<file path="src/rtl/unpacked_serializer_pkg.sv">
// Shared types and helpers for unpacked_array_serializer.
// Optional macro UNPACKED_SERIALIZER_PARITY_EN adds the trailing parity state.
package unpacked_serializer_pkg;

`ifdef UNPACKED_SERIALIZER_PARITY_EN
    typedef enum logic [1:0] {
        ST_IDLE   = 2'd0,
        ST_SHIFT  = 2'd1,
        ST_PARITY = 2'd2
    } state_t;
`else
    typedef enum logic [1:0] {
        ST_IDLE  = 2'd0,
        ST_SHIFT = 2'd1
    } state_t;
`endif

    // Index counter width; a single-element word still needs one bit.
    function automatic int idx_width(input int m);
        int w;
        w = $clog2(m);
        if (w < 1) begin
            w = 1;
        end else begin
            w = w;
        end
        return w;
    endfunction

endpackage

</file>
<file path="src/rtl/unpacked_array_serializer.sv">
// Captures an M-element unpacked bit array and emits it one bit per beat, element 0 first.
// Macro UNPACKED_SERIALIZER_PARITY_EN appends one even-parity beat to each word.
module unpacked_array_serializer
    import unpacked_serializer_pkg::*;
#(
    parameter int M = 2
) (
    input  logic clock,
    input  logic reset_n,
    input  logic in_valid,
    output logic in_ready,
    input  logic in_data [0:M-1],
    output logic out_valid,
    input  logic out_ready,
    output logic out_bit,
    output logic out_last
);

    localparam int             W        = idx_width(M);
    localparam logic [W-1:0]   LAST_IDX = W'(M - 1);

    state_t         r_state,  w_state_nxt;
    logic [W-1:0]   r_idx,    w_idx_nxt;
    logic           r_data     [0:M-1];
    logic           w_data_nxt [0:M-1];
    logic           r_in_ready,  w_in_ready_nxt;
    logic           r_out_valid, w_out_valid_nxt;
    logic           r_out_bit,   w_out_bit_nxt;
    logic           r_out_last,  w_out_last_nxt;

`ifdef UNPACKED_SERIALIZER_PARITY_EN
    function automatic logic parity_of(input logic d [0:M-1]);
        logic p;
        p = 1'b0;
        for (int i = 0; i < M; i++) begin
            p = p ^ d[i];
        end
        return p;
    endfunction
`endif

    // Next-state, index, capture and next output values.
    always_comb begin
        w_state_nxt     = r_state;
        w_idx_nxt       = r_idx;
        w_data_nxt      = r_data;
        w_in_ready_nxt  = 1'b0;
        w_out_valid_nxt = 1'b0;
        w_out_bit_nxt   = 1'b0;
        w_out_last_nxt  = 1'b0;

        case (r_state)
            ST_IDLE: begin
                if (in_valid) begin
                    w_data_nxt  = in_data;
                    w_idx_nxt   = W'(0);
                    w_state_nxt = ST_SHIFT;
                end else begin
                    w_state_nxt = ST_IDLE;
                end
            end
            ST_SHIFT: begin
                if (out_ready && (r_idx == LAST_IDX)) begin
`ifdef UNPACKED_SERIALIZER_PARITY_EN
                    w_state_nxt = ST_PARITY;
`else
                    w_state_nxt = ST_IDLE;
`endif
                end else if (out_ready) begin
                    w_idx_nxt = r_idx + W'(1);
                end else begin
                    w_idx_nxt = r_idx;
                end
            end
`ifdef UNPACKED_SERIALIZER_PARITY_EN
            ST_PARITY: begin
                if (out_ready) begin
                    w_state_nxt = ST_IDLE;
                end else begin
                    w_state_nxt = ST_PARITY;
                end
            end
`endif
            default: begin
                w_state_nxt = ST_IDLE;
            end
        endcase

        // Outputs are registered, so they are decoded from the state being entered.
        case (w_state_nxt)
            ST_IDLE: begin
                w_in_ready_nxt = 1'b1;
            end
            ST_SHIFT: begin
                w_out_valid_nxt = 1'b1;
                w_out_bit_nxt   = w_data_nxt[w_idx_nxt];
`ifdef UNPACKED_SERIALIZER_PARITY_EN
                w_out_last_nxt  = 1'b0;
`else
                w_out_last_nxt  = (w_idx_nxt == LAST_IDX);
`endif
            end
`ifdef UNPACKED_SERIALIZER_PARITY_EN
            ST_PARITY: begin
                w_out_valid_nxt = 1'b1;
                w_out_bit_nxt   = parity_of(w_data_nxt);
                w_out_last_nxt  = 1'b1;
            end
`endif
            default: begin
                w_in_ready_nxt = 1'b0;
            end
        endcase
    end

    // State, capture register, index and output registers with synchronous reset.
    always_ff @(posedge clock) begin
        if (!reset_n) begin
            r_state     <= ST_IDLE;
            r_idx       <= W'(0);
            r_in_ready  <= 1'b1;
            r_out_valid <= 1'b0;
            r_out_bit   <= 1'b0;
            r_out_last  <= 1'b0;
            for (int i = 0; i < M; i++) begin
                r_data[i] <= 1'b0;
            end
        end else begin
            r_state     <= w_state_nxt;
            r_idx       <= w_idx_nxt;
            r_in_ready  <= w_in_ready_nxt;
            r_out_valid <= w_out_valid_nxt;
            r_out_bit   <= w_out_bit_nxt;
            r_out_last  <= w_out_last_nxt;
            for (int i = 0; i < M; i++) begin
                r_data[i] <= w_data_nxt[i];
            end
        end
    end

    assign in_ready  = r_in_ready;
    assign out_valid = r_out_valid;
    assign out_bit   = r_out_bit;
    assign out_last  = r_out_last;

endmodule

</file>
<file path="config.mk">
export PLATFORM = sky130hd
export DESIGN_NAME = unpacked_array_serializer
export DESIGN_NICKNAME = d
export VERILOG_FILES = /design/src/rtl/unpacked_serializer_pkg.sv /design/src/rtl/unpacked_array_serializer.sv
export SDC_FILE = /design/constraint.sdc
export NUM_CORES = 1
export LEC_CHECK = 0
export ABC_CLOCK_PERIOD_IN_PS = 1700
export BUFFER_PORTS_ARGS = -buffer_cell sky130_fd_sc_hd__buf_2
export CORE_AREA = 10 10 47 49
export DETAILED_ROUTE_END_ITERATION = 8
export DIE_AREA = 0 0 57 59
export SLEW_MARGIN = 20
export SYNTH_ARGS = -nofsm -noshare
export SYNTH_HDL_FRONTEND = slang
export SYNTH_SLANG_ARGS = --single-unit
</file>
<file path="constraint.sdc">
create_clock -name clock -period 1.7 [get_ports clock]
set_clock_uncertainty 0.05 [all_clocks]
set_input_delay 0.17 -clock clock [delete_from_list [all_inputs] [get_ports clock]]
set_output_delay 0.17 -clock clock [all_outputs]
set_load 0.05 [all_outputs]
</file>
[Word-level counts from Yosys, hierarchy flattened]
Cells that the tools add are included.
Storage, ports and cells
  flip-flop bits (word level): 9
  bits in latches: 0
  bits in writable memories: 0
  ROM bits: 0
  bits of input ports: 6
  output and inout bits: 4
  word-level logic and storage cells: 31
  memories kept: 0
Operators by class
  add/subtract/negate cells: 1
  $mul: 0
  divide/modulo/power cells: 0
  order comparisons: 1
  eq/ne operators: 2
  shift-type cells: 0
  mux-type cells: 14
  bitwise gates (word level): 1
  reduce and logical (&&, ||, !) cells: 4
Operators by type and width (count)
  $mux 1: 9
  $mux 2: 3
  $eq 2x1->1 const B: 2
  $logic_not 2->1: 2
  $pmux 2 s2: 1
  $ge 2x2->1 const B: 1
  $not 1->2: 1
  $pmux 1 s2: 1
  $reduce_and 2->1: 1
  $add 1x1->1 const B: 1
  $logic_and 1x1->1: 1

[Depth between registers and ports, before layout]
Gate-level depths: netlist of the first run.
  word-level depth: 8
  gate-level depth with buffers: 4
  gate-level depth less buffers: 4

[Worst setup path before layout of the first run]
No wires, ideal clock.
  path type: register -> register
  start: register r_state[0]
  end: register r_out_bit, in the netlist out_bit
  arrival: 1.233 ns
  data required time: 1.534 ns
  path slack: 0.301 ns
  cell stages (with the launch flop): 5
  buffers on the path: 0
  clock period less this slack: 1.399 ns
  cell sequence: dfxtp_1 > nor3b_2 > mux2_4 > a221o_1 > o211a_1
On the way
  cells in the longest elaborated chain, start to end: 6
RTL lines
  from (decl): RTL line unpacked_array_serializer.sv:22  | state_t r_state, w_state_nxt;
  from (signal assigned): RTL line unpacked_array_serializer.sv:129  | r_state <= w_state_nxt;
  $eq 2x1->1 or $logic_not 2->1 (tied branches): RTL line unpacked_array_serializer.sv:52  | case (r_state)
  $pmux 1 s2: RTL line unpacked_array_serializer.sv:52
  $not 1->2 (implied by the code): RTL line unpacked_array_serializer.sv:96  | w_out_bit_nxt = w_data_nxt[w_idx_nxt];
  $mux 1 (implied by the code) (3 in series): RTL line unpacked_array_serializer.sv:96
  to (signal assigned): RTL line unpacked_array_serializer.sv:133  | r_out_bit <= w_out_bit_nxt;
  to (decl): RTL line unpacked_array_serializer.sv:28  | logic r_out_bit, w_out_bit_nxt;
Parallel ways exist; a longest one is shown, timed or not. The select of a mux whose other input is x is not followed.
A chain may end at the register's enable or synchronous reset.

[Final worst setup path of the first run]
Same ends and word-level chain as after synthesis.

==> summary.md, run 1 <==
| Metric | Value |
|---|---|
| Clock Tree Buf Depth | `2` |
| Hold Path Sink | `r_data[0]$_SDFF_PN0_` |
| Yosys top cell area share | `58.3%` |
| Synth area leaders | `dfxtp_1 58%, mux2_4 4.9%, nor3b_2 4.0%, inv_1 3.6%, a221o_1 3.2%` |
| Ys async rst share | `0%` |
| Most common cell in the netlist | `dfxtp_1` |
| Hold path start | `in_data[0]` |
| CTS clk-pin slew, worst paths | `60 ps` |
| Vias in the first global route | `245` |
| Crit Path Max Fanout | `6` |
| Initial core utilization | `22.1%` |
| Pin count of the biggest net entering global routing | `7` |
| TritonCTS buffer count | `3` |
| Min-delay worst type | `in -> reg` |
| Sequential fraction of the synthesis area | `58.3%` |
| Die width | `57 µm` |
| I/O pin cnt | `10` |
| Worst path required time | `1800 ps` |
| Post-CTS setup buffer count | `0` |
| Outcome | `complete, no violations` |
| Post-synthesis cell area | `309 µm²` |
| Synth Net Count | `34` |
| Via count | `243` |
| Dominant synthesized flop cell | `dfxtp_1` |
| Area leader, netlist | `dfxtp_1` |
| First-pass GRT wire length | `993 µm` |
| Leak | `0.202 nW` |
| Via/cell ratio | `4.26` |
| Post-synthesis instance total | `28` |
| WL final | `600 µm` |
| Core area | `1400 µm²` |
| GRT Util Overall | `4.07%` |
| Gr ovfl total | `0` |
| H-Tree Depth | `1` |
| Clock latency on the worst-skew pair | `260 ps` |
| Post-DP HPWL | `467 µm` |
| Final Setup Violations | `0` |
| Clock Power Share | `38.0%` |
| Drc violations | `0` |
| Crit path DAT | `1570 ps` |
| Final hold slack | `109 ps` |
| Internal reg-to-reg setup slack | `230 ps` |
| Ant diodes | `0` |
| First-pass DRT Iterations | `4` |
| Buffers on Ports | `9` |
| Setup Crit Path Kind | `reg -> reg` |
| Final ANT Viol Nets | `0` |
| Reg-to-Reg End | `out_bit$_SDFF_PN0_` |
| CTS Root Cell | `clkbuf_4` |
| CP Capture Type | `register` |
| Layout cells sized above 1 | `36.6%` |
| Post-synth EDFFs | `0` |
| Final slew viol count | `0` |
| Row count | `14` |
| Final-report hold violation count | `0` |
| Final Total Pwr | `427 µW` |
| DR iter-0 viols | `8` |
| Hold_buf cts | `0` |
| Avg WL per Cell | `10.5 µm` |
| Max Cap Viol | `0` |
| Crit share post-route | `86.5%` |
| Net load switching power | `101 µW` |
| DIE AREA | `3360 µm²` |
| Most common library cells after synthesis | `9 x dfxtp_1, 3 x inv_1, 2 x nand2_1` |
| Fmax | `680 MHz` |
| RSZ-0062 raised after global routing | `false` |
| Peak supply drop | `0.240 mV` |
| Switching Share | `23.5%` |
| Setup TNS | `0 ps` |
| Hold depth | `3` |
| Internal power | `327 µW` |
| Die height | `59 µm` |
| Combinational share of power | `9.6%` |
| Initial antenna violation count | `0` |
| Final net count | `48` |
| Yosys warns | `0` |
| Path depth of the worst reg2reg path | `4` |
| Power Dens Cells | `1070 nW/µm²` |
| CTS tree | `done` |
| Syn avg cell area | `11.0 µm²` |
| P&R area growth vs syn | `29.6%` |
| Post-layout min period | `1470 ps` |
| Clock sinks | `9` |
| RePlAce Congestion | `0.660` |
| Critical R2R Launch | `r_state[0]$_SDFF_PN0_` |
| Post_cts resized | `0` |
| Seq pwr share | `52.3%` |
| CP Launch Type | `register` |
| Register bit count reported by yosys | `9` |
| Post-synth cell types | `17` |
-- critical path, cell delays in order, from the launching register on --
cell,delay (ps)
dfxtp_1,360
nor3b_2,250
mux2_4,320
a221o_1,260
o211a_1,120
-- layout make-up --
type | instances | area (µm²)
clock buffer | 4 | 26.3
fill | 160 | 1000
inverter | 3 | 11.3
multi-input combinational | 16 | 118
sequential | 9 | 180
tap | 16 | 20.0
timing repair buffer | 9 | 45.0
-- worst max-delay path by stage --
stage / from / endpoint / cells past startpoint
2_1_floorplan: r_state[0]$_SDFF_PN0_ / out_bit$_SDFF_PN0_ / 4
3_3_place_gp: r_state[0]$_SDFF_PN0_ / out_bit$_SDFF_PN0_ / 4
3_5_place_dp: r_state[0]$_SDFF_PN0_ / out_bit$_SDFF_PN0_ / 4
4_1_cts: r_state[0]$_SDFF_PN0_ / out_bit$_SDFF_PN0_ / 4
5_1_grt: r_state[0]$_SDFF_PN0_ / out_bit$_SDFF_PN0_ / 4
6_report: r_state[0]$_SDFF_PN0_ / out_bit$_SDFF_PN0_ / 4
-- cells in the final DEF, fill, tap and decap left out, drive strengths merged --
cell type and n:
nand3 1, buf 9, nor2 1, and2 1, o211a 1, a21o 1, mux2 1, inv 3
a21boi 1, a221o 1, o2111ai 1, nor3b 1, a22oi 1, o21ai 1, nand2 2, conb 1
clkbuf 4, nor2b 1, dfxtp 9
-- metrics by stage --
stage | std cells | cell area, µm² | utilization, % | worst slack [ps]
after floorplan | 28 | 309 | - | 301
after global placement | 53 | 374 | 26.7 | 208
after detailed placement | 53 | 374 | 26.7 | 224
after CTS | 57 | 400 | 28.6 | 217
after global routing | 57 | 400 | 28.6 | 152
final | 57 | 400 | 28.6 | 230
-- power groups by stage --
stage / clock network (mW) / logic [mW] / registers, mW
after detailed placement: 0 / 0.0413 / 0.229
after floorplan: 0 / 0.0175 / 0.239
after global routing: 0.186 / 0.0450 / 0.225
after global placement: 0 / 0.0411 / 0.228
final: 0.162 / 0.0412 / 0.224
after CTS: 0.172 / 0.0415 / 0.224
-- sequential cells by signal (all words and copies together), names as in the netlist --
name,cells
out_valid,1
out_last,1
r_data,2
out_bit,1
r_idx,1
r_state,2
in_ready,1
-- per-layer routing --
layer / wire (µm) / GRT usage, %
met5: 0 / 0
met4: 33 / 6.04
met3: 88 / 3.00
met2: 210 / 4.65
met1: 268 / 3.83
-- cell families after synthesis --
logic type	count (synthesis)	synth area share [%]
compound gates	7	18.2
buf+inv	3	3.64
flops	9	58.3
mux	1	4.86
other cells	1	1.21
simple gates	7	13.8
Note: power is estimated with default switching activity, not from simulation.
==> run 2: changes to the inputs <==
--- a/config.mk
+++ b/config.mk
@@ -10,6 +10,7 @@
 export CORE_AREA = 10 10 47 49
 export DETAILED_ROUTE_END_ITERATION = 8
 export DIE_AREA = 0 0 57 59
+export PLACE_DENSITY_LB_ADDON = 0.3
 export SLEW_MARGIN = 20
 export SYNTH_ARGS = -nofsm -noshare
 export SYNTH_HDL_FRONTEND = slang
==> run 2 against run 1 <==
Effect of this change:
- maximum frequency rose by 0.40%
- count of clock-buffer cells in the layout did not move
- cell area did not move
- critical path type unchanged
- largest power group unchanged
==> summary.md, run 2 (synthesized netlist as in run 1, its figures left out) <==
| Metric | Value |
|---|---|
| Worst path required time | `1800 ps (about the same)` |
| CTS tree | `done` |
| Setup TNS | `0 ps (unchanged)` |
| Path depth of the worst reg2reg path | `4 (unchanged)` |
| Slack of the critical path | `236 ps (+5.90 ps)` |
| Leak | `0.202 nW (unchanged)` |
| Initial antenna violation count | `0 (unchanged)` |
| Clock Tree Buf Depth | `2 (unchanged)` |
| Crit path DAT | `1570 ps (about the same)` |
| Buffers on Ports | `9 (unchanged)` |
| Commonest non-fill, non-tap cells in the layout | `9 x dfxtp_1, 9 x buf_2, 3 x inv_1, 3 x clkbuf_4, 2 x nand2_1` |
| Final-report hold violation count | `0 (unchanged)` |
| Critical path buffer and inverter count | `0 (unchanged)` |
| Fillers | `163 (+1.9%)` |
| Via/cell ratio | `4.42 (+3.7%)` |
| DIE AREA | `3360 µm² (unchanged)` |
| Clock sinks | `9 (unchanged)` |
| Final Setup Violations | `0 (unchanged)` |
| CTS Root Cell | `clkbuf_4` |
| Avg WL per Cell | `11.1 µm (+5.7%)` |
| Initial core utilization | `22.1% (unchanged)` |
| Placement Setup Slack | `232 ps (+8.69 ps)` |
| Power Dens Cells | `1060 nW/µm² (-0.61%)` |
| Ant diodes | `0 (unchanged)` |
| Final slew viol count | `0 (unchanged)` |
| I/O pin cnt | `10 (unchanged)` |
| Worst-path cell chain | `nor3b_2, mux2_4, a221o_1, o211a_1` |
| CP Launch Type | `register` |
| RSZ-0062 raised after global routing | `false` |
| CP Capture Type | `register` |
| Die width | `57 µm (unchanged)` |
| Gr ovfl total | `0 (unchanged)` |
| Post-CTS setup buffer count | `0 (unchanged)` |
| CP top delay family | `compound AO/OA/AOI/OAI gates` |
| GRT Util Overall | `4.42% (+0.34 points)` |
| Post_cts resized | `0 (unchanged)` |
| Crit Path Max Fanout | `6 (unchanged)` |
| Largest regs | `r_data x2, r_state x2` |
| Final ANT Viol Nets | `0 (unchanged)` |
| Max Cap Viol | `0 (unchanged)` |
| Post-layout min period | `1460 ps (-5.90 ps)` |
| Final net count | `48 (unchanged)` |
| First-pass DRT Iterations | `4 (unchanged)` |
| WL final | `634 µm (+5.7%)` |
| Pin count of the biggest net entering global routing | `7 (unchanged)` |
| Hold_buf cts | `0 (unchanged)` |
| Reg-to-Reg End | `out_bit$_SDFF_PN0_` |
| First-pass GRT wire length | `1.08 mm (+8.4%)` |
| Outcome | `complete, no violations` |
| Vias in the first global route | `253 (+3.3%)` |
| Hold path start | `in_data[0]` |
| Core area | `1400 µm² (unchanged)` |
| Worst path max stage delay | `360 ps (about the same)` |
| Hold depth | `3 (unchanged)` |
| Critical R2R Launch | `r_state[0]$_SDFF_PN0_` |
| Peak supply drop | `0.481 mV (+100%)` |
| Setup Crit Path Kind | `reg -> reg` |
| Clock latency on the worst-skew pair | `260 ps (about the same)` |
| CTS clk-pin slew, worst paths | `60 ps (about the same)` |
| DR iter-0 viols | `2 (-6)` |
| Hold Path Sink | `r_data[0]$_SDFF_PN0_` |
| H-Tree Depth | `1 (unchanged)` |
| Die height | `59 µm (unchanged)` |
| CP max stage cell | `dfxtp_1` |
| Row count | `14 (unchanged)` |
| TritonCTS buffer count | `3 (unchanged)` |
| RePlAce Congestion | `0.715 (+8.3%)` |
| Post-DP HPWL | `512 µm (+9.6%)` |
| Via count | `252 (+3.7%)` |
| Layout cells sized above 1 | `36.6% (unchanged)` |
| Drc violations | `0 (unchanged)` |
| Min-delay worst type | `in -> reg` |
| Internal reg-to-reg setup slack | `240 ps (about the same)` |
| Fmax | `683 MHz (+0.40%)` |
| P&R area growth vs syn | `29.6% (unchanged)` |
| Crit share post-route | `86.1% (-0.35 points)` |
-- run 2: area by class of cell --
class	count	area, µm²	share of cell area, %
repair buffers	9	45.0	11.2
multi-input cells	16	118	29.4
inverters	3	11.3	2.81
clock buffers	4	26.3	6.56
well taps	16	20.0	5.00
flip-flops and latches	9	180	45.0
-- run 2: worst min-delay path, cell delays in order --
cell and delay, ps:
buf_2 100, nand2_1 40, a21boi_0 60
-- run 2: per-layer routing --
metal	share of wire, %	global-route usage (%)	wire (µm)	vias up
met3	19	6.22	123	2
met4	1.6	1.01	10	0
met2	42	6.05	264	11
li1	-	-	-	121
met1	37	3.71	236	118
met5	0	0	0	-
-- run 2: per-stage QoR --
stage	hold WS [ps]	area, µm²	std cells	total power, mW	utilization [%]
after global routing	123	400	57	0.451	28.6
after detailed placement	387	374	53	0.270	26.7
after CTS	114	400	57	0.434	28.6
after global placement	388	374	53	0.271	26.7
after floorplan	248	309	28	0.256	-
final	120	400	57	0.425	28.6
-- run 2: how the worst max path moves through the flow --
stage,depth (start not counted),from,slack [ps],endpoint
3_3_place_gp,4,r_state[0]$_SDFF_PN0_,240,out_bit$_SDFF_PN0_
3_5_place_dp,4,r_state[0]$_SDFF_PN0_,230,out_bit$_SDFF_PN0_
2_1_floorplan,4,r_state[0]$_SDFF_PN0_,300,out_bit$_SDFF_PN0_
5_1_grt,4,r_state[0]$_SDFF_PN0_,160,out_bit$_SDFF_PN0_
6_report,4,r_state[0]$_SDFF_PN0_,240,out_bit$_SDFF_PN0_
4_1_cts,4,r_state[0]$_SDFF_PN0_,230,out_bit$_SDFF_PN0_
-- run 2: where the power goes --
part	switching, mW	internal (mW)	total [mW]
Clock	0.0694	0.0901	0.160
Combinational	0.0242	0.0171	0.0413
Sequential	0.00454	0.219	0.224
Total	0.0981	0.327	0.425
==> run 3: changes to the inputs <==
--- a/config.mk
+++ b/config.mk
@@ -5,9 +5,10 @@
 export SDC_FILE = /design/constraint.sdc
 export NUM_CORES = 1
 export LEC_CHECK = 0
-export ABC_CLOCK_PERIOD_IN_PS = 1700
+export ABC_CLOCK_PERIOD_IN_PS = 1550
 export BUFFER_PORTS_ARGS = -buffer_cell sky130_fd_sc_hd__buf_2
 export CORE_AREA = 10 10 47 49
+export CTS_CLUSTER_SIZE = 8
 export DETAILED_ROUTE_END_ITERATION = 8
 export DIE_AREA = 0 0 57 59
 export PLACE_DENSITY_LB_ADDON = 0.3
==> constraint.sdc (replaced) <==
create_clock -name clock -period 1.55 [get_ports clock]
set_clock_uncertainty 0.05 [all_clocks]
set_input_delay 0.155 -clock clock [delete_from_list [all_inputs] [get_ports clock]]
set_output_delay 0.155 -clock clock [all_outputs]
set_load 0.05 [all_outputs]
==> run 3 against run 2 <==
Effect of this change:
- via count down 4.8%
- global-route usage decreased by 0.17 points
- sequential share of layout area decreased by 0.83 points
- combinational power grew 17%
- register-to-register slack lost 97 ps
- critical path type unchanged
- highest routed layer is now met3
==> summary.md, run 3 (synthesized netlist as in run 1, its figures left out) <==
| Metric | Value |
|---|---|
| CP Capture Type | `register` |
| Post-CTS setup buffer count | `0 (unchanged)` |
| Post_cts resized | `0 (unchanged)` |
| Die width | `57 µm (unchanged)` |
| Final hold slack | `97.7 ps (-21.9 ps)` |
| CTS tree | `done` |
| Vias in the first global route | `259 (+2.4%)` |
| Hold_buf cts | `0 (unchanged)` |
| Setup Crit Path Kind | `reg -> reg` |
| Internal power | `360 µW (+10%)` |
| Drc violations | `0 (unchanged)` |
| Layout Cells excl Fill | `58 (+1.8%)` |
| Min-delay worst type | `in -> reg` |
| Avg WL per Cell | `10.2 µm (-8.4%)` |
| Final-report hold violation count | `0 (unchanged)` |
| Peak supply drop | `0.428 mV (-11%)` |
| I/O pin cnt | `10 (unchanged)` |
| Pin count of the biggest net entering global routing | `6 (-1)` |
| Final slew viol count | `0 (unchanged)` |
| Final net count | `49 (+2.1%)` |
| Crit path DAT | `1520 ps (-50 ps)` |
| Clock Tree Buf Depth | `2 (unchanged)` |
| Post-layout min period | `1410 ps (-52.7 ps)` |
| Worst path required time | `1660 ps (-140 ps)` |
| DR iter-0 viols | `7 (+5)` |
| GRT Util Overall | `4.25% (-0.17 points)` |
| CTS Root Cell | `clkbuf_4` |
| Outcome | `complete, no violations` |
| Grt met1 use | `3.95% (+0.24 points)` |
| RSZ-0062 raised after global routing | `false` |
| M2 GR Usage | `5.27% (-0.78 points)` |
| Final Total Pwr | `469 µW (+10%)` |
| Clock Power Share | `37.6% (about the same)` |
| Core area | `1400 µm² (unchanged)` |
| H-Tree Depth | `1 (unchanged)` |
| TritonCTS buffer count | `3 (unchanged)` |
| DIE AREA | `3360 µm² (unchanged)` |
| First-pass GRT wire length | `1.06 mm (-2.0%)` |
| Via/cell ratio | `4.14 (-6.4%)` |
| Crit share post-route | `91.1% (+4.9 points)` |
| Gr ovfl total | `0 (unchanged)` |
| Max Cap Viol | `0 (unchanged)` |
| Switching Share | `23.3% (+0.15 points)` |
| Net load switching power | `109 µW (+11%)` |
| Clock sinks | `9 (unchanged)` |
| RePlAce Congestion | `0.733 (+2.5%)` |
| Setup TNS | `0 ps (unchanged)` |
| Slack of the critical path | `139 ps (-97.3 ps)` |
| CTS clk-pin slew, worst paths | `60 ps (about the same)` |
| Buffers on Ports | `9 (unchanged)` |
| Power Dens Cells | `1150 nW/µm² (+8.3%)` |
| Clock latency on the worst-skew pair | `260 ps (about the same)` |
| Final Setup Violations | `0 (unchanged)` |
| Placement Setup Slack | `137 ps (-95.2 ps)` |
| Die height | `59 µm (unchanged)` |
| Met3 Track Usage GR | `5.36% (-0.86 points)` |
| Ant diodes | `0 (unchanged)` |
| Leak | `0.207 nW (+2.6%)` |
| Row count | `14 (unchanged)` |
| P&R area growth vs syn | `32.0%` |
| Fmax | `709 MHz (+3.7%)` |
| Final ANT Viol Nets | `0 (unchanged)` |
| Crit Path Max Fanout | `2 (-4)` |
| First-pass DRT Iterations | `4 (unchanged)` |
| Layout cells sized above 1 | `38.1% (+1.5 points)` |
| Via count | `240 (-4.8%)` |
| GR peak layer | `met3` |
| WL final | `591 µm (-6.8%)` |
| DP Cell Count | `54 (+1.9%)` |
| Commonest non-fill, non-tap cells in the layout | `9 x dfxtp_1, 9 x buf_2, 3 x inv_1, 3 x clkbuf_4, 2 x nand2_1` |
| Largest regs | `r_data x2, r_state x2` |
| Seq pwr share | `52.1% (-0.6 points)` |
| Initial core utilization | `22.1% (unchanged)` |
| Initial antenna violation count | `0 (unchanged)` |
| Combinational share of power | `10.3% (+0.6 points)` |
| CP Launch Type | `register` |
## run 3: worst max-delay path, stage by stage (launching register included)
cell     delay [ps]
dfxtp_1         310
nor3b_2         240
mux2_4          330
a221o_1         260
o211a_1         120
## run 3: routing by layer
metal  wire [µm]  part of all wire (%)
met3          98                    17
met4           0                     0
met1         263                    45
met5           0                     0
met2         230                    39
## run 3: area by class of cell
class | count | area [µm²]
fill | 159 | 993
inverter | 3 | 11.3
tap | 16 | 20.0
timing repair buffer | 10 | 52.6
sequential | 9 | 180
multi-input combinational | 16 | 118
clock buffer | 4 | 26.3
## run 3: per-stage QoR
step	cell area, µm²	utilization (%)
floorplan	309	-
global placement	382	27.2
detailed placement	382	27.2
CTS	408	29.1
global route	408	29.1
finish	408	29.1
## run 3: worst paths after layout
| check | start | endpoint | slack [ps] | cells after the start |
|---|---|---|---|---|
| hold / removal | in_data[0] | r_data[0]$_SDFF_PN0_ | 100 | 3 |
| setup reg to reg | r_state[0]$_SDFF_PN0_ | out_bit$_SDFF_PN0_ | 140 | 4 |
| hold reg to reg | r_data[0]$_SDFF_PN0_ | r_data[0]$_SDFF_PN0_ | 430 | 2 |
| setup / recovery | r_state[0]$_SDFF_PN0_ | out_bit$_SDFF_PN0_ | 140 | 4 |
## run 3: power groups by stage
stage                     Combinational (mW)  Sequential, mW  Clock [mW]
after floorplan                       0.0192           0.262           0
after global placement                0.0488           0.249           0
after detailed placement              0.0485           0.249           0
after CTS                             0.0487           0.244       0.186
after global routing                  0.0533           0.245       0.203
final                                 0.0484           0.244       0.176
